## config.mk

```make
export PLATFORM = sky130hd
export DESIGN_NAME = systolic_feeder
export DESIGN_NICKNAME = d
export VERILOG_FILES = /design/src/rtl/kalman_pkg.sv /design/src/rtl/feeder_buffer.sv /design/src/rtl/systolic_feeder.sv
export SDC_FILE = /design/constraint.sdc
export NUM_CORES = 2
export LEC_CHECK = 0
export ABC_AREA = 1
export CAP_MARGIN = 25
export CORE_MARGIN = 3
export CORE_UTILIZATION = 40
export DETAILED_ROUTE_END_ITERATION = 6
export SKIP_CTS_REPAIR_TIMING = 1
export SLEW_MARGIN = 30
export SYNTH_ARGS = -nofsm -noshare
export SYNTH_HDL_FRONTEND = slang
export SYNTH_SLANG_ARGS = --single-unit
```

## constraint.sdc

```tcl
create_clock -name clk -period 26.4 [get_ports clk]
set_input_delay 7.92 -clock clk [delete_from_list [all_inputs] [get_ports clk]]
set_output_delay 7.92 -clock clk [all_outputs]
set_load 0.05 [all_outputs]
```

## src/rtl/kalman_pkg.sv

```systemverilog
// rtl/kalman_pkg.sv - shared types and helpers for the feeder and the PE array
package kalman_pkg;

  localparam int DWIDTH_DEFAULT = 64;

  typedef enum logic [2:0] {
    ST_IDLE  = 3'd0,
    ST_LOAD  = 3'd1,
    ST_ARMED = 3'd2,
    ST_FEED  = 3'd3,
    ST_DRAIN = 3'd4,
    ST_DONE  = 3'd5
  } feeder_state_t;

  // Bit offset of lane `lane` inside a packed vector of `width`-bit lanes.
  function automatic int lane_lsb(input int lane, input int width);
    return lane * width;
  endfunction

endpackage

```

## src/rtl/feeder_buffer.sv

```systemverilog
// rtl/feeder_buffer.sv - K x N operand store, whole-vector write, per-lane slot read
module feeder_buffer
  import kalman_pkg::*;
#(
  parameter int DWIDTH = DWIDTH_DEFAULT,
  parameter int N      = 4,
  parameter int K      = 4
) (
  input  logic                         clk,
  input  logic                         we,
  input  logic [((K > 1) ? $clog2(K) : 1)-1:0]   waddr,
  input  logic [N*DWIDTH-1:0]          wdata,
  input  logic [N*((K > 1) ? $clog2(K) : 1)-1:0] raddr,
  output logic [N*DWIDTH-1:0]          rdata
);

  localparam int AW = (K > 1) ? $clog2(K) : 1;

  logic [N*DWIDTH-1:0] mem [K];

  always_ff @(posedge clk) begin
    if (we) mem[waddr] <= wdata;
  end

  // Lane i only ever reads its own column of the selected slot.
  always_comb begin
    rdata = '0;
    for (int i = 0; i < N; i++) begin
      rdata[lane_lsb(i, DWIDTH) +: DWIDTH] =
        mem[raddr[i*AW +: AW]][lane_lsb(i, DWIDTH) +: DWIDTH];
    end
  end

endmodule

```

## src/rtl/systolic_feeder.sv

```systemverilog
// rtl/systolic_feeder.sv - loads A/B operand matrices and feeds them skewed into an N x N array
module systolic_feeder
  import kalman_pkg::*;
#(
  parameter int DWIDTH  = DWIDTH_DEFAULT,
  parameter int N       = 4,
  parameter int K       = 4,
  parameter int TIMEOUT = 64
) (
  input  logic                clk,
  input  logic                rst,
  input  logic                ld_valid,
  output logic                ld_ready,
  input  logic [N*DWIDTH-1:0] ld_data,
  input  logic                start,
  output logic [N*DWIDTH-1:0] a_out,
  output logic [N*DWIDTH-1:0] b_out,
  output logic [N-1:0]        a_en,
  output logic [N-1:0]        b_en,
  input  logic                pe_done,
  output logic                busy,
  output logic                done,
  output logic                timeout_err
);

  localparam int AW  = (K > 1) ? $clog2(K) : 1;
  localparam int CW  = $clog2(2*K + 1);
  localparam int TW  = $clog2(K + N);
  localparam int DCW = $clog2(TIMEOUT + 1);

  feeder_state_t       state;
  logic [CW-1:0]       beat_cnt;
  logic [TW-1:0]       t_cnt;
  logic [DCW-1:0]      drain_cnt;
  logic                accept;
  logic                a_we;
  logic                b_we;
  logic [AW-1:0]       a_waddr;
  logic [AW-1:0]       b_waddr;
  logic [N*AW-1:0]     raddr;
  logic [N-1:0]        lane_live;
  logic [N*DWIDTH-1:0] a_rd;
  logic [N*DWIDTH-1:0] b_rd;

  assign accept  = ld_valid & ld_ready;
  assign a_we    = accept && (beat_cnt < CW'(K));
  assign b_we    = accept && (beat_cnt >= CW'(K));
  assign a_waddr = AW'(beat_cnt);
  assign b_waddr = AW'(beat_cnt - CW'(K));

  feeder_buffer #(.DWIDTH(DWIDTH), .N(N), .K(K)) u_a_buf (
    .clk(clk), .we(a_we), .waddr(a_waddr), .wdata(ld_data), .raddr(raddr), .rdata(a_rd)
  );

  feeder_buffer #(.DWIDTH(DWIDTH), .N(N), .K(K)) u_b_buf (
    .clk(clk), .we(b_we), .waddr(b_waddr), .wdata(ld_data), .raddr(raddr), .rdata(b_rd)
  );

  // Lane i lags lane 0 by i cycles: at step t it carries vector t-i.
  always_comb begin
    raddr     = '0;
    lane_live = '0;
    for (int i = 0; i < N; i++) begin
      if (int'(t_cnt) >= i && int'(t_cnt) < i + K) begin
        lane_live[i]       = 1'b1;
        raddr[i*AW +: AW]  = AW'(int'(t_cnt) - i);
      end
    end
  end

  always_ff @(posedge clk) begin
    if (rst) begin
      state       <= ST_IDLE;
      beat_cnt    <= '0;
      t_cnt       <= '0;
      drain_cnt   <= '0;
      ld_ready    <= 1'b1;
      busy        <= 1'b0;
      done        <= 1'b0;
      timeout_err <= 1'b0;
      a_out       <= '0;
      b_out       <= '0;
      a_en        <= '0;
      b_en        <= '0;
    end else begin
      done  <= 1'b0;
      a_en  <= '0;
      b_en  <= '0;
      a_out <= '0;
      b_out <= '0;
      if (accept) beat_cnt <= beat_cnt + CW'(1);
      case (state)
        ST_IDLE: begin
          if (accept) begin
            state <= ST_LOAD;
            busy  <= 1'b1;
          end
        end
        ST_LOAD: begin
          if (accept && beat_cnt == CW'(2*K - 1)) begin
            state    <= ST_ARMED;
            ld_ready <= 1'b0;
          end
        end
        ST_ARMED: begin
          if (start) begin
            state       <= ST_FEED;
            t_cnt       <= '0;
            timeout_err <= 1'b0;
          end
        end
        ST_FEED: begin
          for (int i = 0; i < N; i++) begin
            if (lane_live[i]) begin
              a_en[i] <= 1'b1;
              b_en[i] <= 1'b1;
              a_out[lane_lsb(i, DWIDTH) +: DWIDTH] <= a_rd[lane_lsb(i, DWIDTH) +: DWIDTH];
              b_out[lane_lsb(i, DWIDTH) +: DWIDTH] <= b_rd[lane_lsb(i, DWIDTH) +: DWIDTH];
            end
          end
          if (t_cnt == TW'(K + N - 2)) begin
            state     <= ST_DRAIN;
            drain_cnt <= '0;
          end else begin
            t_cnt <= t_cnt + TW'(1);
          end
        end
        ST_DRAIN: begin
          if (pe_done) begin
            state <= ST_DONE;
            done  <= 1'b1;
          end else if (drain_cnt == DCW'(TIMEOUT - 1)) begin
            state       <= ST_DONE;
            done        <= 1'b1;
            timeout_err <= 1'b1;
          end else begin
            drain_cnt <= drain_cnt + DCW'(1);
          end
        end
        ST_DONE: begin
          state     <= ST_IDLE;
          busy      <= 1'b0;
          ld_ready  <= 1'b1;
          beat_cnt  <= '0;
          t_cnt     <= '0;
          drain_cnt <= '0;
        end
        default: state <= ST_IDLE;
      endcase
    end
  end

endmodule

```

Word-level counts from Yosys, hierarchy flattened
Memory sizes are Yosys's and may differ from the RTL's. A register that Yosys moved wholly into a read port is not among the register bits.
Cells that the tools add are included.
Word-level totals
  register bits after elaboration: 25
  bits in latches: 0
  RAM bits: 2048
  bits in read-only memories: 0
  output and inout port bits: 524
  memories: 2
Memories
  u_a_buf.mem: words 4, width 256, read ports 4, clocked after memory_dff 4, write ports 1, RTL line feeder_buffer.sv:19  | logic [N*DWIDTH-1:0] mem [K];
  u_b_buf.mem: words 4, width 256, read ports 4, clocked after memory_dff 4, write ports 1, RTL line feeder_buffer.sv:19
Operators by class
  add/subtract/negate cells: 7
  multipliers: 0
  divide/modulo/power cells: 0
  $lt $le $gt $ge: 9
  equality and inequality tests: 17
  shifts and indexed selects: 0
  muxes and demuxes: 40
  bitwise operators: 7
  reduce and logical (&&, ||, !) cells: 25
Operators with widths (number)
  $mux W3: 8
  $mux W7: 3
  $pmux W7 S3: 1
  $mux W1: 19
  $ne A2 B2 Y1 const B: 8
  $pmux W3 S5: 1
  $lt A3 B3 Y1 const B: 4
  $reduce_or A3 Y1: 4
  $eq A3 B3 Y1 const B: 3
  $pmux W3 S3: 1
  $mux W2: 4
  $reduce_and A4 Y1: 2
  $add A7 B1 Y7 const B: 1
  $eq A7 B6 Y1 const B: 1
  $eq A3 B2 Y1 const B: 2
  $ge A3 B2 Y1 const B: 2
  $logic_and A1 B1 Y1: 6
  $not A1 Y1: 6
  $pmux W1 S2: 3
  $reduce_bool A2 Y1: 3
  $reduce_bool A3 Y1: 2
  $reduce_or A2 Y1: 3
  $reduce_and A5 Y1: 1
  $add A4 B1 Y4 const B: 1
  13 further kinds: 16

Longest topological paths before layout
  depth after elaboration: 5
  depth in mapped cells: 11

Cells and area by module
From an unflattened synthesis, not the netlist that was laid out.
Second synthesis, totals
  cell total of the unflattened synthesis: 9840
  area, all modules: 101657.5 um^2
Modules (own cells, without submodules)
  feeder_buffer: instances 2, cells an instance 4019, area each 42927.4 um^2, seq. area each 30749.5 um^2
  systolic_feeder: instances 1, cells an instance 1802, area each 15802.7 um^2, seq. area each 10750.3 um^2

Worst setup path after synthesis
Ideal clock, no wire load.
  kind: input to register
  start point: input port ld_valid
  end point: memory u_a_buf.mem[3][0] (netlist name), enable pin
  library setup time: 1188 ps
  arrival: 25520 ps
  data required time: 25212 ps
  setup slack: -307 ps
  cell stages on the path: 4
  path buffers: 0
  cell sequence: nand2_1 inv_1 nand2_1 nor3_1
On the way
  word-level cells in the longest chain between the ends: 4
RTL lines
  start: declaration: RTL line systolic_feeder.sv:12  | input logic ld_valid,
  $and A1 B1 Y1: RTL line systolic_feeder.sv:45  | assign accept = ld_valid & ld_ready;
  $logic_and A1 B1 Y1: RTL line systolic_feeder.sv:46  | assign a_we = accept && (beat_cnt < CW'(K));
  $mux W1: RTL line feeder_buffer.sv:22  | if (we) mem[waddr] <= wdata;
  $mux W1 (implied by the code): RTL line feeder_buffer.sv:22
  end: declaration: RTL line feeder_buffer.sv:19
Every way passes these cells.

Worst setup path in the final report
  start point: input port ld_valid
  end point: memory u_a_buf.mem[2][239] (netlist name), enable pin
The elaborated chain is that of the path after synthesis.

==> results.py <==
metrics = {
    "floorplan": {
        "start_util_pct": 40.3,
        "rows": 176,
        "ios": 785,
        "die_h_um": 488,
        "die_w_um": 488,
        "die_area_mm2": 0.238,
        "core_area_mm2": 0.230,
    },
    "clock_tree": {
        "cts_tree": "built",
        "cts_sinks": 2585,
        "path_clk_slew_ps": 50,
        "clk_latency_ps": 920,
        "root_buffer": "clkbuf_16",
        "clock_path_buffers": 4,
        "numCtsBuffers": 287,
        "cts_htree_levels": 5,
    },
    "routing": {
        "dr_wl_met2_um": 114000,
        "avgRoutedWirePerCell_um": 23.2,
        "wl_um": 250000,
        "drt_pre_antenna_iters": 5,
        "met3_length_um": 19200,
        "vias_per_cell": 5.21,
        "wl_met1_um": 110000,
        "drt-initial-drc-count": 4986,
        "topRoutingLayerUsed": "met5",
        "route.detailed.drc": 0,
        "vias": 56100,
        "ant_nets": 0,
    },
    "pwr": {
        "ir_drop_uv": 96.3,
        "power_density_mw_per_mm2": 94.8,
        "leakage_nw": 39.1,
    },
    "cells_and_area": {
        "multi_input_area_mm2": 0.0177,
        "seqCellArea_mm2": 0.0723,
        "nNetsFinal": 7796,
        "fill_cells": 19600,
        "syn_to_final_growth_pct": 21.4,
        "finalInstanceArea_mm2": 0.113,
        "final_cells": 10800,
        "drive_gt1_share_pct": 8.70,
    },
    "grt": {
        "grt_overflow": 0,
        "grt_pass1_wl_um": 364000,
        "grt_start_max_net_pins": 166,
        "grtUsageTotal_pct": 20.4,
        "antenna_found_initial": 26,
        "grt_pass1_vias": 54100,
    },
    "sta": {
        "rsz0062_at_grt": "no",
        "layout_setup_ws_ps": 15060,
        "slew_headroom_pct": 30.6,
        "fin_skew_ps": 57.9,
        "fmax_ghz": 0.0882,
        "hold_violations": 0,
        "period_minus_slack_ps": 11340,
        "worst_pin_slew_ps": 1040,
        "setup_viol": 0,
        "timing.final.crit_share_pct": 43.0,
        "setup_tns_ps": 0,
        "drv_slew": 0,
        "hold_slack_ps": 450,
    },
    "synthesis": {
        "yosys.area.top_type": "edfxtp_1",
        "synth_edf_count": 2048,
        "ys_top_cells_by_count": "2048 x edfxtp_1, 1067 x nor2_1, 537 x dfxtp_1",
        "synth_warnings": 0,
        "synth_cell_types": 36,
        "syn_area_mm2": 0.0929,
        "synthArstFlopShare_pct": 0,
        "synth_top_area_share_pct": 66.2,
        "synth-seq-area-share_pct": 77.8,
        "syn-num-nets": 7070,
        "syn_area_per_cell_um2": 13.7,
        "synth_ff_type": "edfxtp_1",
        "syn_inst": 6801,
        "synth-seq-cells": 2585,
        "synth_area_leaders": "edfxtp_1 66%, dfxtp_1 12%, nor2_1 4.3%, a21oi_1 2.8%, o21ai_0 2.5%",
        "synth_most_common_cell": "edfxtp_1",
    },
    "critical_path": {
        "cp-end-kind": "flop",
        "crit_buf_inv": 6,
        "slowest_delay_ps": 650,
        "path_delay_family": "buffers and inverters",
        "path_class": "primary input to flop",
        "cp_max_fo": 75,
        "critPathArrivalTime_ps": 11860,
        "cp-start-kind": "primary input",
        "cp.required_ps": 26920,
        "path_cells": "clkdlybuf4s50_1 -> nand2_1 -> inv_1 -> nand2_1 -> nor2_4 -> buf_12 -> buf_16 -> buf_4 -> buf_4",
        "worst_path_max_delay_cell": "buf_4",
    },
    "status": {
        "status": "complete, no violations",
    },
    "job": {
        "max_cap_viol_count": 0,
    },
    "placement": {
        "placed_cells": 10300,
        "gp_congestion": 0.768,
        "dpl.hpwl_um": 139000,
        "pre_cts_ws_ps": 13990,
        "place_area_mm2": 0.103,
        "portBuffers": 784,
    },
    "min_path": {
        "holdCritPathClass": "flop to flop",
    },
}
worst paths after layout:
check                             from                            end  slack (ps)  cells after the start
max                           ld_valid  u_a_buf.mem[2][239]$_DFFE_PP_       15060                      9
max reg2reg      ld_ready$_SDFFE_PP1P_  u_a_buf.mem[2][239]$_DFFE_PP_       22200                      8
min reg2reg  drain_cnt[6]$_SDFFE_PP0P_      drain_cnt[6]$_SDFFE_PP0P_         450                      2
min          drain_cnt[6]$_SDFFE_PP0P_      drain_cnt[6]$_SDFFE_PP0P_         450                      2
cell families after synthesis:
kind of cell               share of synthesized area (%)
muxes                                               1.55
buffers and inverters                               3.35
and+or+nand+nor                                     9.57
adders and majority gates                          0.108
AOI/OAI and AO/OA                                   7.60
xor gates and xnor gates                          0.0189
DFF                                                 77.8
per-layer routing:
layer | global-route usage (%) | up-vias
li1 | - | 25700
met1 | 29.2 | 27900
met2 | 31.2 | 2102
met3 | 4.15 | 357
met4 | 6.16 | 18
met5 | 0 | -
report_power, final:
group,leakage (nW),switching [mW],internal (mW)
clock network,4.44,1.54,2.32
registers,22.9,0.0530,4.50
logic,11.7,1.65,0.630
total,39.1,3.25,7.45
worst register-to-register path, stage by stage (launching register included):
cell and delay [ps]:
dfxtp_1 460, nand2_1 210, inv_1 190, nand2_1 320
nor2_4 270, buf_12 340, buf_16 420, buf_4 910
buf_4 670
metrics by stage:
stage	utilization, %	power, mW
after floorplan	-	6.25
after global placement	44.8	6.89
after detailed placement	44.9	6.92
after CTS	48.8	10.8
after global routing	48.9	11.2
final	49.0	10.7
sequential cells by signal, summed over array words and instances, names as in the netlist:
signal	flops
done	1
a_out	256
drain_cnt	7
b_out	256
b_en	4
beat_cnt	4
t_cnt	3
timeout_err	1
busy	1
u_b_buf.mem	1024
state	3
ld_ready	1
u_a_buf.mem	1024
layout by cell type, fill, tap and decap left out, types with 52 or more instances in the layout:
| master | instances |
|---|---|
| nand2_1 | 427 |
| or2_2 | 128 |
| clkbuf_1 | 79 |
| o2111ai_1 | 128 |
| clkbuf_16 | 296 |
| clkdlybuf4s50_1 | 784 |
| edfxtp_1 | 2048 |
| a21oi_1 | 527 |
| nand3_1 | 272 |
| mux2_1 | 100 |
| dfxtp_1 | 535 |
| o21ai_0 | 472 |
| o21ai_1 | 178 |
| nor2_1 | 1060 |
| inv_1 | 280 |
| nand3b_1 | 128 |
| buf_4 | 52 |
area by class of cell:
type / count / share of cell area (%)
diodes: 16 / 0.0355
well taps: 3026 / 3.36
clock buffers: 400 / 7.14
repair buffers: 869 / 7.86
clock inverters: 100 / 0.880
flip-flops and latches: 2585 / 64.1
multi-input cells: 3493 / 15.7
inverters: 291 / 0.996
(Power assumes the default switching activity.)
